`src/rtl/mul_pkg.sv`:
```
// Shared definitions for the multiply-engine feeder: FSM states and default sizing.
package mul_pkg;

  localparam int unsigned DEF_WIDTH   = 16;
  localparam int unsigned DEF_A_HOLD  = 2;
  localparam int unsigned DEF_TIMEOUT = 1024;

  typedef enum logic [2:0] {
    INIT,
    IDLE,
    START,
    LOAD_A,
    LOAD_B,
    WAIT,
    CLEAR,
    OUT
  } state_t;

  // Counter width able to hold 0..n-1, never narrower than one bit.
  function automatic int unsigned cnt_width(input int unsigned n);
    return (n > 1) ? $clog2(n) : 1;
  endfunction

endpackage

```
`src/rtl/mul_feeder_if.sv`:
```
// Operand, engine and result signals of the feeder; slave is the feeder side.
interface mul_feeder_if
  import mul_pkg::*;
#(
  parameter int unsigned WIDTH = DEF_WIDTH
);

  logic             op_valid;
  logic             op_ready;
  logic [WIDTH-1:0] op_a;
  logic [WIDTH-1:0] op_b;
  logic             mul_start;
  logic [WIDTH-1:0] mul_bus;
  logic             mul_clr;
  logic             mul_done;
  logic [WIDTH-1:0] mul_prod;
  logic             res_valid;
  logic             res_ready;
  logic [WIDTH-1:0] res_data;
  logic             res_err;

  modport master (
    output op_valid, op_a, op_b, mul_done, mul_prod, res_ready,
    input  op_ready, mul_start, mul_bus, mul_clr, res_valid, res_data, res_err
  );

  modport slave (
    input  op_valid, op_a, op_b, mul_done, mul_prod, res_ready,
    output op_ready, mul_start, mul_bus, mul_clr, res_valid, res_data, res_err
  );

endinterface

```
`src/rtl/mul_timeout_cntr.sv`:
```
// Cycle counter for the engine wait; expired is registered and true while count == TIMEOUT-1.
module mul_timeout_cntr
  import mul_pkg::*;
#(
  parameter int unsigned TIMEOUT = DEF_TIMEOUT
) (
  input  logic clk,
  input  logic rst,
  input  logic clear,
  input  logic enable,
  output logic expired
);

  localparam int unsigned CNT_W = cnt_width(TIMEOUT);
  localparam logic [CNT_W-1:0] LAST = CNT_W'(TIMEOUT - 1);

  logic [CNT_W-1:0] cnt_q;
  logic [CNT_W-1:0] cnt_d;

  always_comb begin
    cnt_d = cnt_q;
    if (clear) begin
      cnt_d = '0;
    end else if (enable) begin
      cnt_d = cnt_q + CNT_W'(1);
    end
  end

  // Flag is computed from the next count so it lines up with cnt_q.
  always_ff @(posedge clk or posedge rst) begin
    if (rst) begin
      cnt_q   <= '0;
      expired <= 1'b0;
    end else begin
      cnt_q   <= cnt_d;
      expired <= (cnt_d == LAST);
    end
  end

endmodule

```
`src/rtl/mul_feeder.sv`:
```
// Sequences operand pairs onto a shared-bus multiply engine and returns its product,
// forcing an error result if the engine never signals done.
module mul_feeder
  import mul_pkg::*;
#(
  parameter int unsigned WIDTH   = DEF_WIDTH,
  parameter int unsigned A_HOLD  = DEF_A_HOLD,
  parameter int unsigned TIMEOUT = DEF_TIMEOUT
) (
  input  logic         clk,
  input  logic         rst,
  mul_feeder_if.slave  bus
);

  localparam int unsigned HOLD_W = cnt_width(A_HOLD);
  localparam logic [HOLD_W-1:0] LAST_HOLD = HOLD_W'(A_HOLD - 1);

  state_t            state_q;
  state_t            state_d;
  logic [WIDTH-1:0]  a_q;
  logic [WIDTH-1:0]  a_d;
  logic [WIDTH-1:0]  b_q;
  logic [WIDTH-1:0]  b_d;
  logic [HOLD_W-1:0] hold_q;
  logic [HOLD_W-1:0] hold_d;

  logic              op_ready_d;
  logic              mul_start_d;
  logic              mul_clr_d;
  logic [WIDTH-1:0]  mul_bus_d;
  logic              res_valid_d;
  logic [WIDTH-1:0]  res_data_d;
  logic              res_err_d;
  logic              wait_expired;

  mul_timeout_cntr #(
    .TIMEOUT (TIMEOUT)
  ) u_timeout (
    .clk     (clk),
    .rst     (rst),
    .clear   (state_q != WAIT),
    .enable  (state_q == WAIT),
    .expired (wait_expired)
  );

  always_ff @(posedge clk or posedge rst) begin
    if (rst) begin
      state_q <= INIT;
      a_q     <= '0;
      b_q     <= '0;
      hold_q  <= '0;
    end else begin
      state_q <= state_d;
      a_q     <= a_d;
      b_q     <= b_d;
      hold_q  <= hold_d;
    end
  end

  // Next state plus next-cycle outputs, which are decoded from state_d and registered.
  always_comb begin
    state_d    = state_q;
    a_d        = a_q;
    b_d        = b_q;
    hold_d     = hold_q;
    res_data_d = bus.res_data;
    res_err_d  = bus.res_err;

    unique case (state_q)
      INIT:   state_d = IDLE;
      IDLE: begin
        if (bus.op_valid) begin
          a_d = bus.op_a;
          b_d = bus.op_b;
          // A zero multiplier would never let the engine finish, so skip it entirely.
          if (bus.op_a == '0 || bus.op_b == '0) begin
            res_data_d = '0;
            res_err_d  = 1'b0;
            state_d    = OUT;
          end else begin
            state_d = START;
          end
        end
      end
      START: begin
        hold_d  = '0;
        state_d = LOAD_A;
      end
      LOAD_A: begin
        if (hold_q == LAST_HOLD) begin
          state_d = LOAD_B;
        end else begin
          hold_d = hold_q + HOLD_W'(1);
        end
      end
      LOAD_B: state_d = WAIT;
      WAIT: begin
        if (bus.mul_done) begin
          res_data_d = bus.mul_prod;
          res_err_d  = 1'b0;
          state_d    = CLEAR;
        end else if (wait_expired) begin
          res_data_d = '0;
          res_err_d  = 1'b1;
          state_d    = CLEAR;
        end
      end
      CLEAR:  state_d = OUT;
      OUT: begin
        if (bus.res_ready) begin
          state_d = IDLE;
        end
      end
      default: state_d = INIT;
    endcase

    op_ready_d  = (state_d == IDLE);
    mul_start_d = (state_d == START);
    mul_clr_d   = (state_d == INIT) || (state_d == CLEAR);
    res_valid_d = (state_d == OUT);

    unique case (state_d)
      START, LOAD_A: mul_bus_d = a_d;
      LOAD_B, WAIT:  mul_bus_d = b_d;
      default:       mul_bus_d = '0;
    endcase
  end

  always_ff @(posedge clk or posedge rst) begin
    if (rst) begin
      bus.op_ready  <= 1'b0;
      bus.mul_start <= 1'b0;
      bus.mul_clr   <= 1'b1;
      bus.mul_bus   <= '0;
      bus.res_valid <= 1'b0;
      bus.res_data  <= '0;
      bus.res_err   <= 1'b0;
    end else begin
      bus.op_ready  <= op_ready_d;
      bus.mul_start <= mul_start_d;
      bus.mul_clr   <= mul_clr_d;
      bus.mul_bus   <= mul_bus_d;
      bus.res_valid <= res_valid_d;
      bus.res_data  <= res_data_d;
      bus.res_err   <= res_err_d;
    end
  end

endmodule

```
`src/flat_wrapper.sv`:
```
// flat-port wrapper written by rule: the top's interface ports become plain ports
module mul_feeder_flat import mul_pkg::*;
#(
  parameter int unsigned WIDTH   = DEF_WIDTH,
  parameter int unsigned A_HOLD  = DEF_A_HOLD,
  parameter int unsigned TIMEOUT = DEF_TIMEOUT
)
  (clk, rst, bus_op_valid, bus_op_a, bus_op_b, bus_mul_done, bus_mul_prod, bus_res_ready, bus_op_ready, bus_mul_start, bus_mul_bus, bus_mul_clr, bus_res_valid, bus_res_data, bus_res_err);
  mul_feeder_if #(.WIDTH(WIDTH)) bus_i ();
  input  logic clk;
  input  logic rst;
  input wire logic [$bits(bus_i.op_valid)-1:0] bus_op_valid;
  input wire logic [$bits(bus_i.op_a)-1:0] bus_op_a;
  input wire logic [$bits(bus_i.op_b)-1:0] bus_op_b;
  input wire logic [$bits(bus_i.mul_done)-1:0] bus_mul_done;
  input wire logic [$bits(bus_i.mul_prod)-1:0] bus_mul_prod;
  input wire logic [$bits(bus_i.res_ready)-1:0] bus_res_ready;
  output wire logic [$bits(bus_i.op_ready)-1:0] bus_op_ready;
  output wire logic [$bits(bus_i.mul_start)-1:0] bus_mul_start;
  output wire logic [$bits(bus_i.mul_bus)-1:0] bus_mul_bus;
  output wire logic [$bits(bus_i.mul_clr)-1:0] bus_mul_clr;
  output wire logic [$bits(bus_i.res_valid)-1:0] bus_res_valid;
  output wire logic [$bits(bus_i.res_data)-1:0] bus_res_data;
  output wire logic [$bits(bus_i.res_err)-1:0] bus_res_err;
  assign bus_i.op_valid = bus_op_valid;
  assign bus_i.op_a = bus_op_a;
  assign bus_i.op_b = bus_op_b;
  assign bus_i.mul_done = bus_mul_done;
  assign bus_i.mul_prod = bus_mul_prod;
  assign bus_i.res_ready = bus_res_ready;
  assign bus_op_ready = bus_i.op_ready;
  assign bus_mul_start = bus_i.mul_start;
  assign bus_mul_bus = bus_i.mul_bus;
  assign bus_mul_clr = bus_i.mul_clr;
  assign bus_res_valid = bus_i.res_valid;
  assign bus_res_data = bus_i.res_data;
  assign bus_res_err = bus_i.res_err;
  mul_feeder #(.WIDTH(WIDTH), .A_HOLD(A_HOLD), .TIMEOUT(TIMEOUT)) u_core (.clk(clk), .rst(rst), .bus(bus_i));
endmodule
```
`config.mk`:
```
export PLATFORM = sky130hd
export DESIGN_NAME = mul_feeder_flat
export DESIGN_NICKNAME = d
export VERILOG_FILES = /design/src/rtl/mul_pkg.sv /design/src/rtl/mul_feeder_if.sv /design/src/rtl/mul_timeout_cntr.sv /design/src/rtl/mul_feeder.sv /design/src/flat_wrapper.sv
export SDC_FILE = /design/constraint.sdc
export NUM_CORES = 1
export LEC_CHECK = 0
export BUFFER_PORTS_ARGS = -buffer_cell sky130_fd_sc_hd__buf_2
export CORE_MARGIN = 3
export CORE_UTILIZATION = 56
export CTS_CLUSTER_SIZE = 30
export DETAILED_ROUTE_END_ITERATION = 10
export PLACE_DENSITY_LB_ADDON = 0.08
export SLEW_MARGIN = 10
export SYNTH_ARGS = -nofsm -noshare
export SYNTH_HDL_FRONTEND = slang
export SYNTH_HIERARCHICAL = 1
export SYNTH_SLANG_ARGS = --single-unit
```
`constraint.sdc`:
```
create_clock -name clk -period 3.81 [get_ports clk]
set_input_delay 0.381 -clock clk [delete_from_list [all_inputs] [get_ports clk]]
set_output_delay 0.381 -clock clk [all_outputs]
set_load 0.05 [all_outputs]
```
Yosys cells after proc, flatten, opt, wreduce, memory -nomap -nowiden
Cells that the tools add are included.
{ "totals": {"reg_bits": 84, "out_inout_bits": 37} }
{ "classes": {"addsub": 2, "eq_ne": 19, "n_mux": 26, "reduce_logical": 11} }
{ "op_table": {"columns": ["op", "n"], "rows": [
  ["$mux W16", 8],
  ["$pmux W16 S2", 2],
  ["$logic_not A16 Y1", 2],
  ["$eq A3 B3 Y1 const B", 8],
  ["$pmux W3 S8", 1],
  ["$mux W10", 2],
  ["$mux W3", 6],
  ["$eq A3 B2 Y1 const B", 4],
  ["$add A10 B1 Y10 const B", 1],
  ["$eq A10 B10 Y1 const B", 1],
  ["$eq A3 B1 Y1 const B", 2],
  ["$logic_not A3 Y1", 2],
  ["$mux W1", 5],
  ["$pmux W1 S2", 2],
  ["$reduce_and A4 Y1", 1],
  ["$reduce_bool A2 Y1", 2],
  ["$reduce_or A2 Y1", 2],
  ["$ne A3 B2 Y1 const B", 1],
  ["$ne A3 B3 Y1 const B", 1],
  ["$logic_or A1 B1 Y1", 2],
  ["$ne A2 B1 Y1 const B", 1],
  ["$ne A2 B2 Y1 const B", 1],
  ["$add A1 B1 Y1 const B", 1]
]} }

Longest topological paths before layout
{ "logic_depth": {"word_depth": 8, "mapped_depth": 8, "ltp_nobuf": 6} }

Modules after synthesis
The synthesis kept the hierarchy.
{ "by_module_without_submodules": {"columns": ["module", "n_inst", "cells_each", "area_each_um2", "seq_area_each_um2"], "rows": [
  ["mul_feeder", 1, 188, 2857.7, 1828.0],
  ["mul_timeout_cntr", 1, 55, 570.5, 275.3]
]} }

Worst setup path after synthesis
Ideal clock, no wire load.
{ "synth_path": {"kind": "register to register", "from": "register u_core.state_q[1]", "to": "register u_core.u_timeout.expired", "setup_time_ns": 0.094, "arrival_time_ns": 2.024, "required_time_ns": 3.716, "setup_slack_ns": 1.692, "stages_incl_launch_ff": 9, "n_path_buf": 2, "period_less_slack_ns": 2.118, "path_cell_list": "dfrtp_1 > buf_4 > and3b_4 > buf_6 > nand3_1 > nor4_2 > xnor2_1 > or4_4 > nor4b_4"} }
{ "synth_via": {"elab_chain_len": 4, "word_cells_on_any_way": 5} }
{ "synth_lines": {"columns": ["element", "line_no", "text"], "rows": [
  ["start: declaration", "mul_feeder.sv:18", "state_t state_q;"],
  ["start signal: assignment", "mul_feeder.sv:53", "state_q <= state_d;"],
  ["$eq A3 B3 Y1", "mul_feeder.sv:42", ".enable (state_q == WAIT),"],
  ["$mux W10", "mul_timeout_cntr.sv:24", "end else if (enable) begin"],
  ["$mux W10 *", "mul_timeout_cntr.sv:22", "if (clear) begin"],
  ["$eq A10 B10 Y1 *", "mul_timeout_cntr.sv:36", "expired <= (cnt_d == LAST);"],
  ["end signal: assignment", "mul_timeout_cntr.sv:36", null],
  ["end: declaration", "mul_timeout_cntr.sv:11", "output logic expired"]
]} }
Every way passes the cells marked *; elsewhere a longest branch is shown, timed or not.
A chain may end at the register's enable or synchronous reset.

Final worst setup path
{ "layout_path": {"from": "register u_core.state_q[1]", "to": "register u_core.bus.mul_bus[3]"} }
{ "layout_via": {"elab_chain_len": 6, "word_cells_on_any_way": 23} }
{ "layout_lines": {"columns": ["element", "line_no", "text"], "rows": [
  ["$mux W3", "mul_feeder.sv:102", "end else if (wait_expired) begin"],
  ["$mux W3", "mul_feeder.sv:98", "if (bus.mul_done) begin"],
  ["$pmux W3 S8", "mul_feeder.sv:69", "unique case (state_q)"],
  ["$eq A3 B3 Y1 / $eq A3 B2 Y1 (equally long branches)", "mul_feeder.sv:122", "unique case (state_d)"],
  ["$reduce_or A2 Y1", "mul_feeder.sv:122", null],
  ["$pmux W16 S2 *", "mul_feeder.sv:122", null],
  ["named net u_core.mul_bus_d[3]", "mul_feeder.sv:30", "logic [WIDTH-1:0] mul_bus_d;"],
  ["end signal: assignment", "mul_feeder.sv:142", "bus.mul_bus <= mul_bus_d;"],
  ["end: declaration", "mul_feeder_if.sv:29", "output op_ready, mul_start, mul_bus, mul_clr, res_valid, res_data, res_err"]
]} }
The timed path passes the listed nets; every way through them passes the cells marked *.

==> impl_metrics.py <==
metrics = {
    "clock_tree": {
        "cts_tree": "done",
        "cts.sinks": 84,
        "ctsLongestPathBuffers": 2,
        "cts_hold_buf": 0,
        "clkTransAtPathRegs_ps": 70,
        "cts_made_buffers": 9,
        "cts_root_buffer": "clkbuf_8",
        "insertion_delay_ps": 340,
        "cts_setup_buffers": 0,
        "htree_levels": 3,
        "cts_resized": 0,
    },
    "critical_path": {
        "crit_type": "reg -> reg",
        "cpMaxStageDelayCell": "a211oi_4",
        "required_ps": 4030,
        "end_kind": "register",
        "crit_path_max_incr_delay_ps": 750,
        "crit_chain": "and3b_4 -> o21a_4 -> a211oi_4 -> nor3_4 -> a32o_1",
        "cp_max_fo": 19,
        "critPathArrivalTime_ps": 2610,
        "cp-start-kind": "register",
    },
    "global_routing": {
        "grt_antenna_before_repair": 0,
        "grt_overflow": 0,
        "grt_pass1_vias": 2326,
        "grt_pass1_wl_mm": 11.5,
        "grt_use_total": 0.205,
        "grt_max_degree": 55,
    },
    "min_path": {
        "hp-class": "in -> async",
    },
    "detailed_routing": {
        "detail_route.first_pass.iterations": 4,
        "wl_per_cell_um": 16.4,
        "ant_nets": 0,
        "initialDrtViolationCount": 83,
        "drt_wl_total_mm": 6.74,
        "vias": 2269,
        "drt_drc_violations_left": 0,
        "via_per_inst": 5.52,
    },
    "synthesis": {
        "syn_inst": 243,
        "synthesis.area_per_instance_um2": 14.1,
        "syn_nets": 297,
        "yosys_warnings": 6,
        "synth_flop_cell": "dfrtp_1",
        "synth-edff-count": 0,
        "synth_cell_types": 40,
        "syn-cell-area_um2": 3430,
        "ys_ff_latch": 84,
        "synthArstFlopShare": 1.00,
        "ys_seq_area_frac": 0.614,
    },
    "pwr": {
        "peakVddDrop_v": 0.000479,
        "powerDensity_nw_per_um2": 901,
        "p_leak_nw": 1.95,
    },
    "timing": {
        "rsz0062_at_grt": "no",
        "finalClockSkew_ps": 6.85,
        "worst_slew_pin_slew_ps": 1110,
        "relSlewSlack": 0.257,
        "clock.fmax_ghz": 0.420,
        "drv_slew": 0,
        "setup_viol": 0,
        "fin_crit_sh": 0.625,
        "final-hold-violation-count": 0,
        "whs_ps": 29.7,
        "setup_ws_ps": 1430,
        "tns_ps": 0,
        "fin_crit_ps": 2380,
    },
    "outcome": {
        "status": "completed",
    },
    "final_layout": {
        "antenna_cells": 0,
        "layout_commonest_cell": "buf_2",
        "nNetsFinal": 388,
        "fin_util": 0.720,
        "final_cell_mix": "buf_2, dfrtp_1, mux2_2, a22o_1, a32o_1",
        "final_layout_size_suffix_gt1_frac": 0.451,
        "area_growth_pct": 20.0,
    },
    "die": {
        "die_h_um": 84.2,
        "die-area_um2": 7100,
        "initial_core_util": 0.600,
        "rows": 27,
        "die-width_um": 84.2,
        "num_io_pins": 90,
        "coreArea_um2": 5710,
    },
    "place": {
        "place_ws_ps": 1430,
        "io_buffers": 89,
        "gp_congestion": 0.726,
        "dp_hpwl_mm": 4.78,
    },
    "job": {
        "drv_cap": 0,
    },
}
==> synthesized netlist by cell type (2+ instances only) <==
| cell | instances | share of area |
|---|---|---|
| dfrtp_1 | 83 | 0.61 |
| mux2_2 | 33 | 0.11 |
| a22o_1 | 17 | 0.043 |
| a32o_1 | 17 | 0.050 |
| nor2_1 | 16 | 0.018 |
| nor4_1 | 8 | 0.015 |
| buf_2 | 7 | 0.010 |
| inv_1 | 7 | 0.0077 |
| nand4_1 | 6 | 0.011 |
| xnor2_1 | 6 | 0.015 |
| nand2_1 | 5 | 0.0055 |
| nand3_1 | 3 | 0.0044 |
| o21ai_0 | 3 | 0.0044 |
| xor2_1 | 3 | 0.0077 |
| buf_4 | 2 | 0.0044 |
| buf_6 | 2 | 0.0066 |
| nor2b_1 | 2 | 0.0036 |
==> worst max-delay path, delay by kind of cell (launching register included) <==
kind             cells  cell delay [ps]
flip-flops           1              530
AO/OA/AOI/OAI        3             1180
AND/OR/NAND/NOR      2              550
==> flip-flops by register name (all words and copies together) (netlist names) <==
register                  flops
u_core/state_q                3
u_core/bus.res_valid          1
u_core/bus.op_ready           1
u_core/hold_q                 1
u_core/bus.mul_clr            1
u_core/bus.res_data          16
u_core/b_q                   16
u_core/a_q                   16
u_core/u_timeout/cnt_q       10
u_core/bus.mul_bus           16
u_core/u_timeout/expired      1
u_core/bus.mul_start          1
u_core/bus.res_err            1
==> where the power goes <==
group / switching [mW] / leakage, nW / internal [mW]
Combinational: 1.09 / 0.793 / 0.599
Sequential: 0.137 / 1.05 / 1.25
Clock: 0.290 / 0.102 / 0.337
Total: 1.52 / 1.95 / 2.18
==> cell type report <==
class	instances	area, µm²
Clock buffer	12	155
Clock inverter	4	47.5
Fill cell	406	1600
Inverter	7	26.3
Multi-Input combinational cell	140	1220
Sequential cell	84	2100
Tap cell	72	90.1
Timing Repair Buffer	92	468
==> final timing paths <==
path,from,to,slack (ps),depth (start not counted)
max,u_core/state_q[1]$_DFF_PP0_,u_core/bus.mul_bus[3]$_DFF_PP0_,1430,5
min reg2reg,u_core/bus.res_data[3]$_DFFE_PP0P_,u_core/bus.res_data[3]$_DFFE_PP0P_,500,1
min,rst,u_core/u_timeout/cnt_q[7]$_DFF_PP0_,30,2
min in group clk,bus_mul_prod[15],u_core/bus.res_data[15]$_DFFE_PP0P_,260,2
max in group asynchronous,rst,u_core/b_q[8]$_DFF_PP0_,2610,3
max reg2reg,u_core/state_q[1]$_DFF_PP0_,u_core/bus.mul_bus[3]$_DFF_PP0_,1430,5
==> per-stage QoR <==
stage	power (mW)	area, µm²	std cells
after detailed placement	3.11	3910	395
after CTS	3.74	4110	411
after floorplan	2.77	3430	243
after global routing	3.93	4110	411
after global placement	3.07	3910	395
final	3.71	4110	411
==> cells by family after synthesis <==
kind of cell / synth area share
XOR/XNOR: 0.0230
flip-flops: 0.614
multiplexers: 0.115
buffers and inverters: 0.0299
AND/OR/NAND/NOR: 0.101
adder cells (fa/ha/maj): 0.00365
AO/OA/AOI/OAI: 0.115
==> metal layers <==
metal | vias up | part of all wire | GRT usage | wire length, µm
li1 | 1086 | - | - | -
met5 | - | 0 | 0 | 0
met3 | 12 | 0.059 | 0.0422 | 400
met2 | 64 | 0.45 | 0.298 | 3030
met1 | 1107 | 0.47 | 0.303 | 3190
met4 | 0 | 0.018 | 0.0877 | 124
No activity file was read; power rests on OpenSTA's default activity.
